--- src/rtl/fwd_hazard_ctrl.sv ---
// Forwarding and hazard controller for a 5-stage RV32I pipeline: tracks destination
// tags in flight, registers EX operand-mux selects and generates stall/bubble/flush.
module fwd_hazard_ctrl #(
    parameter int unsigned REG_AW = 5,
    parameter int unsigned CNT_W  = 16
) (
    input  logic              clk,
    input  logic              rst_n,
    input  logic              id_valid,
    input  logic [REG_AW-1:0] id_rs1,
    input  logic [REG_AW-1:0] id_rs2,
    input  logic              id_rs1_used,
    input  logic              id_rs2_used,
    input  logic [REG_AW-1:0] id_rd,
    input  logic              id_reg_write,
    input  logic              id_mem_read,
    input  logic              id_is_link,
    input  logic              branch_taken,
    input  logic              ext_stall,
    output logic [1:0]        fwd_a_sel,
    output logic [1:0]        fwd_b_sel,
    output logic              stall_if_id,
    output logic              bubble_id_ex,
    output logic              flush_if_id,
    output logic [CNT_W-1:0]  stall_cnt
);

    localparam logic [1:0] SEL_RF   = 2'b00;
    localparam logic [1:0] SEL_WB   = 2'b01;
    localparam logic [1:0] SEL_ALU  = 2'b10;
    localparam logic [1:0] SEL_LINK = 2'b11;

    // A tag's rd is folded to x0 whenever the slot is empty or does not write a
    // register, so "rd != 0" alone means "live producer". The WB stage needs no
    // tag at all: the register file is write-before-read, so WB is never bypassed.
    typedef struct packed {
        logic [REG_AW-1:0] rd;
        logic              mem_read;
        logic              is_link;
    } ex_tag_t;

    ex_tag_t           ex_q, ex_d;
    logic [REG_AW-1:0] mem_rd_q, mem_rd_d;
    logic [1:0]        sel_a_q, sel_a_d;
    logic [1:0]        sel_b_q, sel_b_d;
    logic [CNT_W-1:0]  cnt_q, cnt_d;

    logic              load_use_c;
    logic              branch_c;
    logic              stall_c;
    logic              bubble_c;
    logic              count_c;

    function automatic logic src_hit(input logic [REG_AW-1:0] tag_rd,
                                     input logic [REG_AW-1:0] rs,
                                     input logic              used);
        return used && (rs != '0) && (tag_rd == rs);
    endfunction

    function automatic logic [1:0] sel_for(input ex_tag_t           ex_tag,
                                           input logic [REG_AW-1:0] mem_rd,
                                           input logic [REG_AW-1:0] rs,
                                           input logic              used);
        logic [1:0] sel;
        sel = SEL_RF;
        if (src_hit(ex_tag.rd, rs, used)) begin
            sel = ex_tag.is_link ? SEL_LINK : SEL_ALU;
        end else if (src_hit(mem_rd, rs, used)) begin
            sel = SEL_WB;
        end
        return sel;
    endfunction

    // Hazard detection: ext_stall dominates, a taken branch kills the ID instruction.
    always_comb begin
        load_use_c = ex_q.mem_read && id_valid &&
                     (src_hit(ex_q.rd, id_rs1, id_rs1_used) ||
                      src_hit(ex_q.rd, id_rs2, id_rs2_used));
        branch_c   = branch_taken && !ext_stall;
        count_c    = load_use_c && !branch_c && !ext_stall;
        stall_c    = ext_stall || count_c;
        bubble_c   = !ext_stall && (branch_c || load_use_c);
    end

    // Next state: tags advance and selects are captured on the ID-to-EX edge.
    always_comb begin
        ex_d     = ex_q;
        mem_rd_d = mem_rd_q;
        sel_a_d  = sel_a_q;
        sel_b_d  = sel_b_q;
        cnt_d    = cnt_q;
        if (!ext_stall) begin
            mem_rd_d = ex_q.rd;
            if (bubble_c || !id_valid) begin
                ex_d    = '0;
                sel_a_d = SEL_RF;
                sel_b_d = SEL_RF;
            end else begin
                ex_d.rd       = id_reg_write ? id_rd : '0;
                ex_d.mem_read = id_mem_read;
                ex_d.is_link  = id_is_link;
                sel_a_d       = sel_for(ex_q, mem_rd_q, id_rs1, id_rs1_used);
                sel_b_d       = sel_for(ex_q, mem_rd_q, id_rs2, id_rs2_used);
            end
            if (count_c && (cnt_q != '1)) begin
                cnt_d = cnt_q + CNT_W'(1);
            end
        end
    end

    always_ff @(posedge clk or negedge rst_n) begin
        if (!rst_n) begin
            ex_q     <= '0;
            mem_rd_q <= '0;
            sel_a_q  <= SEL_RF;
            sel_b_q  <= SEL_RF;
            cnt_q    <= '0;
        end else begin
            ex_q     <= ex_d;
            mem_rd_q <= mem_rd_d;
            sel_a_q  <= sel_a_d;
            sel_b_q  <= sel_b_d;
            cnt_q    <= cnt_d;
        end
    end

    // Hazard controls are forced low while reset is held so a stall drops at once.
    always_comb begin
        stall_if_id  = rst_n && stall_c;
        bubble_id_ex = rst_n && bubble_c;
        flush_if_id  = rst_n && branch_c;
    end

    assign fwd_a_sel = sel_a_q;
    assign fwd_b_sel = sel_b_q;
    assign stall_cnt = cnt_q;

endmodule

--- config.mk ---
export PLATFORM = sky130hd
export DESIGN_NAME = fwd_hazard_ctrl
export DESIGN_NICKNAME = d
export VERILOG_FILES = /design/src/rtl/fwd_hazard_ctrl.sv
export SDC_FILE = /design/constraint.sdc
export NUM_CORES = 1
export LEC_CHECK = 0
export ABC_AREA = 0
export BUFFER_PORTS_ARGS = -buffer_cell sky130_fd_sc_hd__buf_2
export CAP_MARGIN = 40
export CELL_PAD_IN_SITES_DETAIL_PLACEMENT = 0
export CELL_PAD_IN_SITES_GLOBAL_PLACEMENT = 2
export CORE_ASPECT_RATIO = 0.6
export CORE_UTILIZATION = 35
export DETAILED_ROUTE_END_ITERATION = 12
export PLACE_DENSITY = 0.91
export SLEW_MARGIN = 40
export SYNTH_ARGS = -nofsm -noshare
export SYNTH_HDL_FRONTEND = slang
export SYNTH_SLANG_ARGS = --single-unit
--- constraint.sdc ---
create_clock -name clk -period 4.1 [get_ports clk]
set_clock_uncertainty 0.05 [all_clocks]
set_input_delay 0.41 -clock clk [delete_from_list [all_inputs] [get_ports clk]]
set_output_delay 0.41 -clock clk [all_outputs]
set_load 0.05 [all_outputs]
==> results by stage, run 1 <==
Yosys:
- The number of nets in the synthesized netlist is 180.
- The average cell area after synthesis is 11.1 um2.
- The share of the Yosys chip area taken by registers is 0.469.
- The post-synthesis register bit count is 32.
- For this run, the number of Yosys warnings is 0.
- The number of distinct library cells after synthesis is 35.
- The cell area that synthesis handed to floorplanning was 1710 um2.
- The gate count of the mapped netlist is 154.

Setup path:
- Data arrives at the worst endpoint at 2.23 ns.
- The critical path is of the reg -> out type.
- The maximum net fanout on the critical path is 6.
- Walking the worst path, the cells encountered are xnor2_1 -> nand3_1 -> nor3_1 -> o21ai_2 -> o21bai_1 -> and3b_1 -> buf_2.
- The peak per-stage delay on the critical path is 0.46 ns.
- The count of buffer and inverter cells on the critical path is 1.
- The sort of element at the start of the critical path is a register.
- STA classifies the critical path endpoint as a primary output.
- The worst flop-to-flop path startpoint is stall_cnt[0]$_DFFE_PN0P_.
- The kind of cell adding the most delay to the critical path is simple AND/OR/NAND/NOR gates.
- Among all stages on the critical path, the largest delay is contributed by sky130_fd_sc_hd__dfrtp_1.
- The most critical setup path has its startpoint at ex_q[2]$_DFFE_PN0N_.
- The endpoint required time on the critical path is 3.64 ns.

STA:
- Setup violations remaining at the end of the flow were counted as 0.
- The worst hold margin is 0.0884 ns.
- The count of final hold-check violations was 0.
- Setup repair after global routing left no endpoint under its margin.
- The final sum of negative setup slack is 0 ns.
- The relative max-transition margin is 0.673.
- The number of pins with negative max-slew slack in the final report came to 0.
- The period utilization is 0.656.
- The time the worst path needs with I/O delays and setup is 2.69 ns.
- Based on the critical path, the design can be clocked at up to 0.372 GHz.
- The slew at the pin closest to its max-slew limit is 0.489 ns.

Die:
- The area of the core is 4640 um2.
- The number of placement rows is 19.
- The die footprint is 5170 um2.
- 48 I/O pins were placed.
- The height of the die is 56.1 um.
- For this configuration, the core starts out at a cell density of 0.368.
- From left edge to right edge, the die measures 92.2 um.

CTS:
- The buffer levels on the longest clock path is 2.
- The number of levels the H-tree was split into is 2.
- The TritonCTS clock tree is yes.
- The clock input transition at the sequential cells of the worst setup and hold paths is 0.07 ns.
- The clock insertion delay at the later pin of the skew report is 0.28 ns.
- The CTS buffer count is 5.
- The number of setup buffers added after CTS is 0.
- The number of instances resized during post-cts repair is 0.
- The clock net sink count is 32.
- Clock tree synthesis selected as its root buffer the cell sky130_fd_sc_hd__clkbuf_8.
- The count of hold-fix buffers inserted at cts is 0.

Hold path:
- In this run the worst hold path is classified as in -> async.

Job:
- The number of maximum-capacitance violations is 0.

Drt:
- After detailed routing, the average wire length per cell comes to 13.7 um.
- The via count normalized by instance count is 4.75.
- The detailed router finished its first iteration with 75 violations.
- The remaining routing DRC violations is 0.
- The via count is 1277.
- The final layout contains routed wiring with a total length of 3680 um.
- The count of TritonRoute iterations in the first routing pass is 4.
- The remaining number of nets flagged by the antenna check after routing is 0.

Final layout:
- In the final layout, the share of cells above drive strength 1 is 0.340.
- For this run, the post-layout net count is 231.
- Once layout is complete, the cells apart from fillers number 269.
- The end-of-flow core utilization is 0.456.
- The count of inserted antenna diode cells is 0.
- The area growth from synthesis to layout is 23.8%.

Pwr:
- IR analysis of the VDD net gives a maximum drop of 0.000125 V.
- Summed over all cells, the static leakage comes to 1.04 nW.
- Power comes to 0.000692 W.
- The ratio of total power to cell area is 327 nW/um2.

Global route:
- Global routing finished with a remaining overflow of 0.
- The initial antenna violation count is 0.
- The wire length of the first global-routing pass is 6350 um.
- The number of global-route vias before repair came to 1258.
- For this run, the total global-route usage over all layers was measured as 0.159.
- Entering global routing, the biggest net connects 36 pins.

Placement:
- The wire-length estimate of the detail-placed layout is 2780 um.
- The post-placement cell count is 261.
- The congestion estimate from routability-driven global placement came to 0.800.
- The count of buffers added on input and output ports is 47.

Status:
- The flow ran to the end, and the final reports show no timing, DRC or antenna violations.
## through the flow
step	area, um2	setup slack, ns
after global routing	2110	1.25
after CTS	2110	1.39
after global placement	2010	1.60
after detailed placement	2010	1.54
final	2110	1.41
after floorplan	1710	1.87
## final cells by class
class,instances,area [um2]
clock buffers,6,72.6
clock inverters,2,35.0
fillers,463,2520
inverters,2,7.51
multi-input cells,116,877
flip-flops and latches,32,801
well taps,63,78.8
repair buffers,48,243
## per-layer routing
metal / vias to the layer above / global-route usage / share of wire
met2: 25 / 0.215 / 0.39
li1: 646 / - / -
met3: 2 / 0.0383 / 0.046
met5: - / 0 / 0
met1: 604 / 0.250 / 0.56
met4: 0 / 0.0402 / 0.0052
## flip-flops by register name, summed over array words and instances, names as in the netlist
signal	flops
ex_q	7
fwd_a_sel	2
fwd_b_sel	2
mem_rd_q	5
stall_cnt	16
## synthesized netlist by cell type
| master | count | area (um2) |
|---|---|---|
| sky130_fd_sc_hd__a22o_1 | 9 | 78.8 |
| sky130_fd_sc_hd__a41oi_1 | 1 | 8.76 |
| sky130_fd_sc_hd__and2_1 | 3 | 18.8 |
| sky130_fd_sc_hd__and3_1 | 5 | 31.3 |
| sky130_fd_sc_hd__and3_2 | 1 | 7.51 |
| sky130_fd_sc_hd__and3b_1 | 2 | 17.5 |
| sky130_fd_sc_hd__and4_1 | 1 | 8.76 |
| sky130_fd_sc_hd__buf_6 | 1 | 11.3 |
| sky130_fd_sc_hd__clkbuf_1 | 3 | 11.3 |
| sky130_fd_sc_hd__dfrtp_1 | 32 | 801 |
| sky130_fd_sc_hd__ha_1 | 1 | 12.5 |
| sky130_fd_sc_hd__inv_1 | 2 | 7.51 |
| sky130_fd_sc_hd__mux2_2 | 6 | 67.6 |
| sky130_fd_sc_hd__mux2i_1 | 2 | 20.0 |
| sky130_fd_sc_hd__nand2_1 | 11 | 41.3 |
| sky130_fd_sc_hd__nand2b_1 | 1 | 6.26 |
| sky130_fd_sc_hd__nand3_1 | 5 | 25.0 |
| sky130_fd_sc_hd__nand3_2 | 2 | 20.0 |
| sky130_fd_sc_hd__nand4_1 | 6 | 37.5 |
| sky130_fd_sc_hd__nand4_2 | 1 | 12.5 |
| sky130_fd_sc_hd__nor2_1 | 7 | 26.3 |
| sky130_fd_sc_hd__nor2b_1 | 1 | 6.26 |
| sky130_fd_sc_hd__nor3_1 | 3 | 15.0 |
| sky130_fd_sc_hd__nor3_2 | 1 | 10.0 |
| sky130_fd_sc_hd__nor3b_1 | 1 | 7.51 |
| sky130_fd_sc_hd__o211a_4 | 1 | 17.5 |
| sky130_fd_sc_hd__o21a_1 | 1 | 7.51 |
| sky130_fd_sc_hd__o21ai_1 | 1 | 5.00 |
| sky130_fd_sc_hd__o21ai_2 | 2 | 17.5 |
| sky130_fd_sc_hd__o21bai_1 | 1 | 7.51 |
| sky130_fd_sc_hd__o31ai_1 | 2 | 15.0 |
| sky130_fd_sc_hd__or2_2 | 1 | 6.26 |
| sky130_fd_sc_hd__or4_1 | 2 | 15.0 |
| sky130_fd_sc_hd__xnor2_1 | 29 | 254 |
| sky130_fd_sc_hd__xor2_1 | 6 | 52.6 |
## cells by family (layout without fill, tap and decap cells)
logic type	count (synthesis)	after routing	share of synthesized area
AO/OA/AOI/OAI	18	18	0.0923
XOR/XNOR	35	35	0.179
adder cells (fa/ha/maj)	1	1	0.00732
buffers and inverters	6	58	0.0176
flip-flops	32	32	0.469
multiplexers	8	8	0.0513
AND/OR/NAND/NOR	54	54	0.183
## cell usage in the layout (no fill, tap or decap), types with 2 or more instances in the layout
cell type	Yosys	layout
sky130_fd_sc_hd__and2_1	3	3
sky130_fd_sc_hd__nand3_1	5	5
sky130_fd_sc_hd__nand2_1	11	11
sky130_fd_sc_hd__or4_1	2	2
sky130_fd_sc_hd__and3_1	5	5
sky130_fd_sc_hd__mux2i_1	2	2
sky130_fd_sc_hd__xor2_1	6	6
sky130_fd_sc_hd__buf_2	0	47
sky130_fd_sc_hd__nand4_1	6	6
sky130_fd_sc_hd__xnor2_1	29	29
sky130_fd_sc_hd__inv_1	2	2
sky130_fd_sc_hd__nand3_2	2	2
sky130_fd_sc_hd__clkbuf_8	0	5
sky130_fd_sc_hd__dfrtp_1	32	32
sky130_fd_sc_hd__nor2_1	7	7
sky130_fd_sc_hd__and3b_1	2	2
sky130_fd_sc_hd__a22o_1	9	9
sky130_fd_sc_hd__nor3_1	3	3
sky130_fd_sc_hd__mux2_2	6	6
sky130_fd_sc_hd__o31ai_1	2	2
sky130_fd_sc_hd__o21ai_2	2	2
## worst register-to-register path: stages, from the launching register on
cell                      delay (ns)
sky130_fd_sc_hd__dfrtp_1        0.42
sky130_fd_sc_hd__ha_1           0.25
sky130_fd_sc_hd__nand4_1        0.12
sky130_fd_sc_hd__nor2_1         0.12
sky130_fd_sc_hd__a41oi_1        0.31
sky130_fd_sc_hd__o211a_4        0.34
sky130_fd_sc_hd__mux2_2         0.36
## power by group
part | internal (W) | switching, W | leakage, nW | total, W
combinational | 0.0000309 | 0.0000385 | 0.543 | 0.0000694
sequential | 0.000321 | 0.00000777 | 0.444 | 0.000329
clock | 0.000180 | 0.000113 | 0.0552 | 0.000293
## worst paths after layout
check / slack (ns) / depth (start not counted) / to
max: 1.41 / 7 / bubble_id_ex
min: 0.09 / 2 / stall_cnt[2]$_DFFE_PN0P_
max reg2reg: 2.03 / 6 / stall_cnt[1]$_DFFE_PN0P_
min reg2reg: 0.43 / 2 / fwd_a_sel[0]$_DFFE_PN0N_
max in group asynchronous: 3.58 / 2 / stall_cnt[11]$_DFFE_PN0P_
min in group clk: 0.29 / 2 / ex_q[4]$_DFFE_PN0N_
No activity file was read; power rests on OpenSTA's default activity.
==> run 2, diff against run 1 <==
Settings changed: CORE_UTILIZATION 35 to 29, PLACE_DENSITY 0.91 to 0.82.
Clock period 4.1 ns to 2.4 ns, I/O delays scaled along.
==> results by stage, run 2 (synthesis results as in run 1) <==
Final layout:
- The register with the most flip-flops in the layout has 16 of them.
- From synthesis to final layout, the design area changed by 28.4%.
- The count of inserted antenna diode cells is 0.
- The count of filler cells inserted in the layout is 590.
- The finished layout holds 293 standard cells, fillers aside.
- The top cell types in the final layout, fill and taps aside, are sky130_fd_sc_hd__buf_2, sky130_fd_sc_hd__dfrtp_1, sky130_fd_sc_hd__xnor2_1.
- The net count of the finished layout is 238.
- The library cell used most frequently in the layout, excluding fill and tap cells, is sky130_fd_sc_hd__buf_2.
- In the final layout, the share of cells above drive strength 1 is 0.357.

Drt:
- The detailed-route wire length is 4110 um.
- For this run, design rule violations remaining after detail routing come to 0.
- The routed length per instance is 14.0 um.
- After detailed routing, the number of vias per cell comes to 4.53.
- The detailed router placed 1327 vias in this run.
- The remaining number of nets flagged by the antenna check after routing is 0.
- The count of TritonRoute iterations in the first routing pass is 6.
- The iteration-0 DRC count of the detailed router is 60.

Die:
- The area of the core is 5620 um2.
- From left edge to right edge, the die measures 101 um.
- The height of the die is 61.4 um.
- The starting utilization of the core area is 0.304.
- The die covers 6210 um2.
- 48 I/O pins were placed.
- The floorplan has 21 rows.

Global route:
- The number of global-route vias before repair came to 1278.
- The final global-route overflow total is 0.
- Entering global routing, the biggest net connects 22 pins.
- The total global routing track utilization is 0.150.
- The initial antenna violation count is 0.
- The wire length of the first global-routing pass is 6820 um.

Hold path:
- The hold path startpoint is id_mem_read.
- The worst hold endpoint is ex_q[1]$_DFFE_PN0N_.
- The path class of the tightest hold or removal check is in -> reg.
- The worst hold path passes through 2 cells.

CTS:
- The TritonCTS clock tree is yes.
- The number of levels the H-tree was split into is 2.
- The clock net sink count is 32.
- TritonCTS created 5 clock buffers.
- The cell at the root of the clock tree is sky130_fd_sc_hd__clkbuf_8.
- Clock-pin slew was measured on the worst setup and hold paths at 0.07 ns.
- The clock passes through at most 2 buffers.
- Clock latency on the worst-skew pair, taken at its later pin, is 0.28 ns.

Placement:
- Detailed placement ended at an HPWL of 3180 um.
- The pre-CTS setup slack is 0.233 ns.
- The number of placed instances, taps included, is 281.
- The global placement routability congestion is 0.807.
- Buffers placed on the I/O ports in this run total 47.

Setup path:
- The critical path arrival is 1.92 ns.
- In this run the critical register-to-register path is captured at stall_cnt[1]$_DFFE_PN0P_.
- The critical path is of the reg -> out type.
- For the worst flop-to-flop path, the logic depth is 6.
- Setup slack on the worst reg-to-reg path comes out at 0.37 ns.
- The element type at the critical path end is a primary output.
- The worst flop-to-flop path startpoint is stall_cnt[0]$_DFFE_PN0P_.
- The maximum net fanout on the critical path is 4.
- The endpoint required time on the critical path is 2.11 ns.
- The sort of element at the start of the critical path is a register.

Status:
- The flow ran to the end, and the final reports show no timing, DRC or antenna violations.

STA:
- The period utilization is 0.920.
- The slew at the pin closest to its max-slew limit is 0.479 ns.
- The count of final hold-check violations is 0.
- The relative max-transition margin is 0.680.
- Static timing analysis puts the maximum clock frequency at 0.453 GHz.
- The smallest setup slack after layout is 0.192 ns.
- After layout, the minimum clock period comes to 2.21 ns.
- The number of pins with negative max-slew slack in the final report is 0.
- The final setup violation count is 0.

Pwr:
- Across the VDD grid, the largest voltage drop is 0.000180 V.
- The analysis attributes to cell leakage a power of 1.08 nW.
- Total power for the finished layout comes to 0.00112 W.
- The ratio of total power to cell area is 511 nW/um2.

Job:
- The tool flagged a number of max-cap violations equal to 0.
==> run 2: layout make-up <==
cell class	count	area [um2]	share of cell area
sequential	32	801	0.365
inverter	2	7.51	0.00342
clock buffer	8	90.1	0.0411
multi-input combinational	116	895	0.408
timing repair buffer	55	300	0.137
tap	80	100	0.0456
==> run 2: how the worst max path moves through the flow <==
stage                        startpoint                         to  cells after the start
3_5_place_dp                  id_rs1[1]               bubble_id_ex                      8
3_3_place_gp                  id_rs2[1]               bubble_id_ex                      8
6_report            ex_q[2]$_DFFE_PN0N_               bubble_id_ex                      7
4_1_cts             ex_q[2]$_DFFE_PN0N_               bubble_id_ex                      7
2_1_floorplan  stall_cnt[0]$_DFFE_PN0P_  stall_cnt[11]$_DFFE_PN0P_                      8
5_1_grt             ex_q[2]$_DFFE_PN0N_               bubble_id_ex                      7
==> run 2: stage by stage <==
step	setup TNS (ns)	area, um2	hold slack [ns]	utilization
floorplan	0	1710	-0.106	-
global placement	0	2050	0.104	0.365
detailed placement	0	2050	0.113	0.365
CTS	0	2160	0.111	0.383
global route	-0.00355	2190	0.116	0.390
finish	0	2190	0.120	0.390
==> run 2: repair_timing <==
item / CTS / global route
endpoints found under the hold margin: 11 / 0
resized for setup: 1 / 3
pin swaps: 0 / 2
gates cloned: 0 / 0
buffers inserted: 0 / 3
hold buffers: 1 / 0
endpoints found under the setup margin: 1 / 2
==> run 2: power breakdown <==
part | leakage (nW) | switching, W | internal, W
sequential | 0.444 | 0.0000142 | 0.000549
clock | 0.0455 | 0.000198 | 0.000234
combinational | 0.591 | 0.0000697 | 0.0000565
total | 1.08 | 0.000282 | 0.000839
==> run 2: routing by layer <==
layer / vias up / track usage / wire length [um]
li1: 671 / - / -
met1: 621 / 0.234 / 2320
met2: 35 / 0.190 / 1580
met3: 0 / 0.0397 / 211
met4: 0 / 0.0559 / 0
met5: - / 0 / 0
==> run 2: critical path, stage by stage, from the launching register on <==
cell and delay, ns:
sky130_fd_sc_hd__dfrtp_1 0.44, sky130_fd_sc_hd__xnor2_1 0.19, sky130_fd_sc_hd__nand3_1 0.16, sky130_fd_sc_hd__nor3_4 0.22, sky130_fd_sc_hd__o21ai_2 0.12, sky130_fd_sc_hd__o21bai_1 0.12
sky130_fd_sc_hd__and3b_1 0.16, sky130_fd_sc_hd__clkbuf_4 0.22
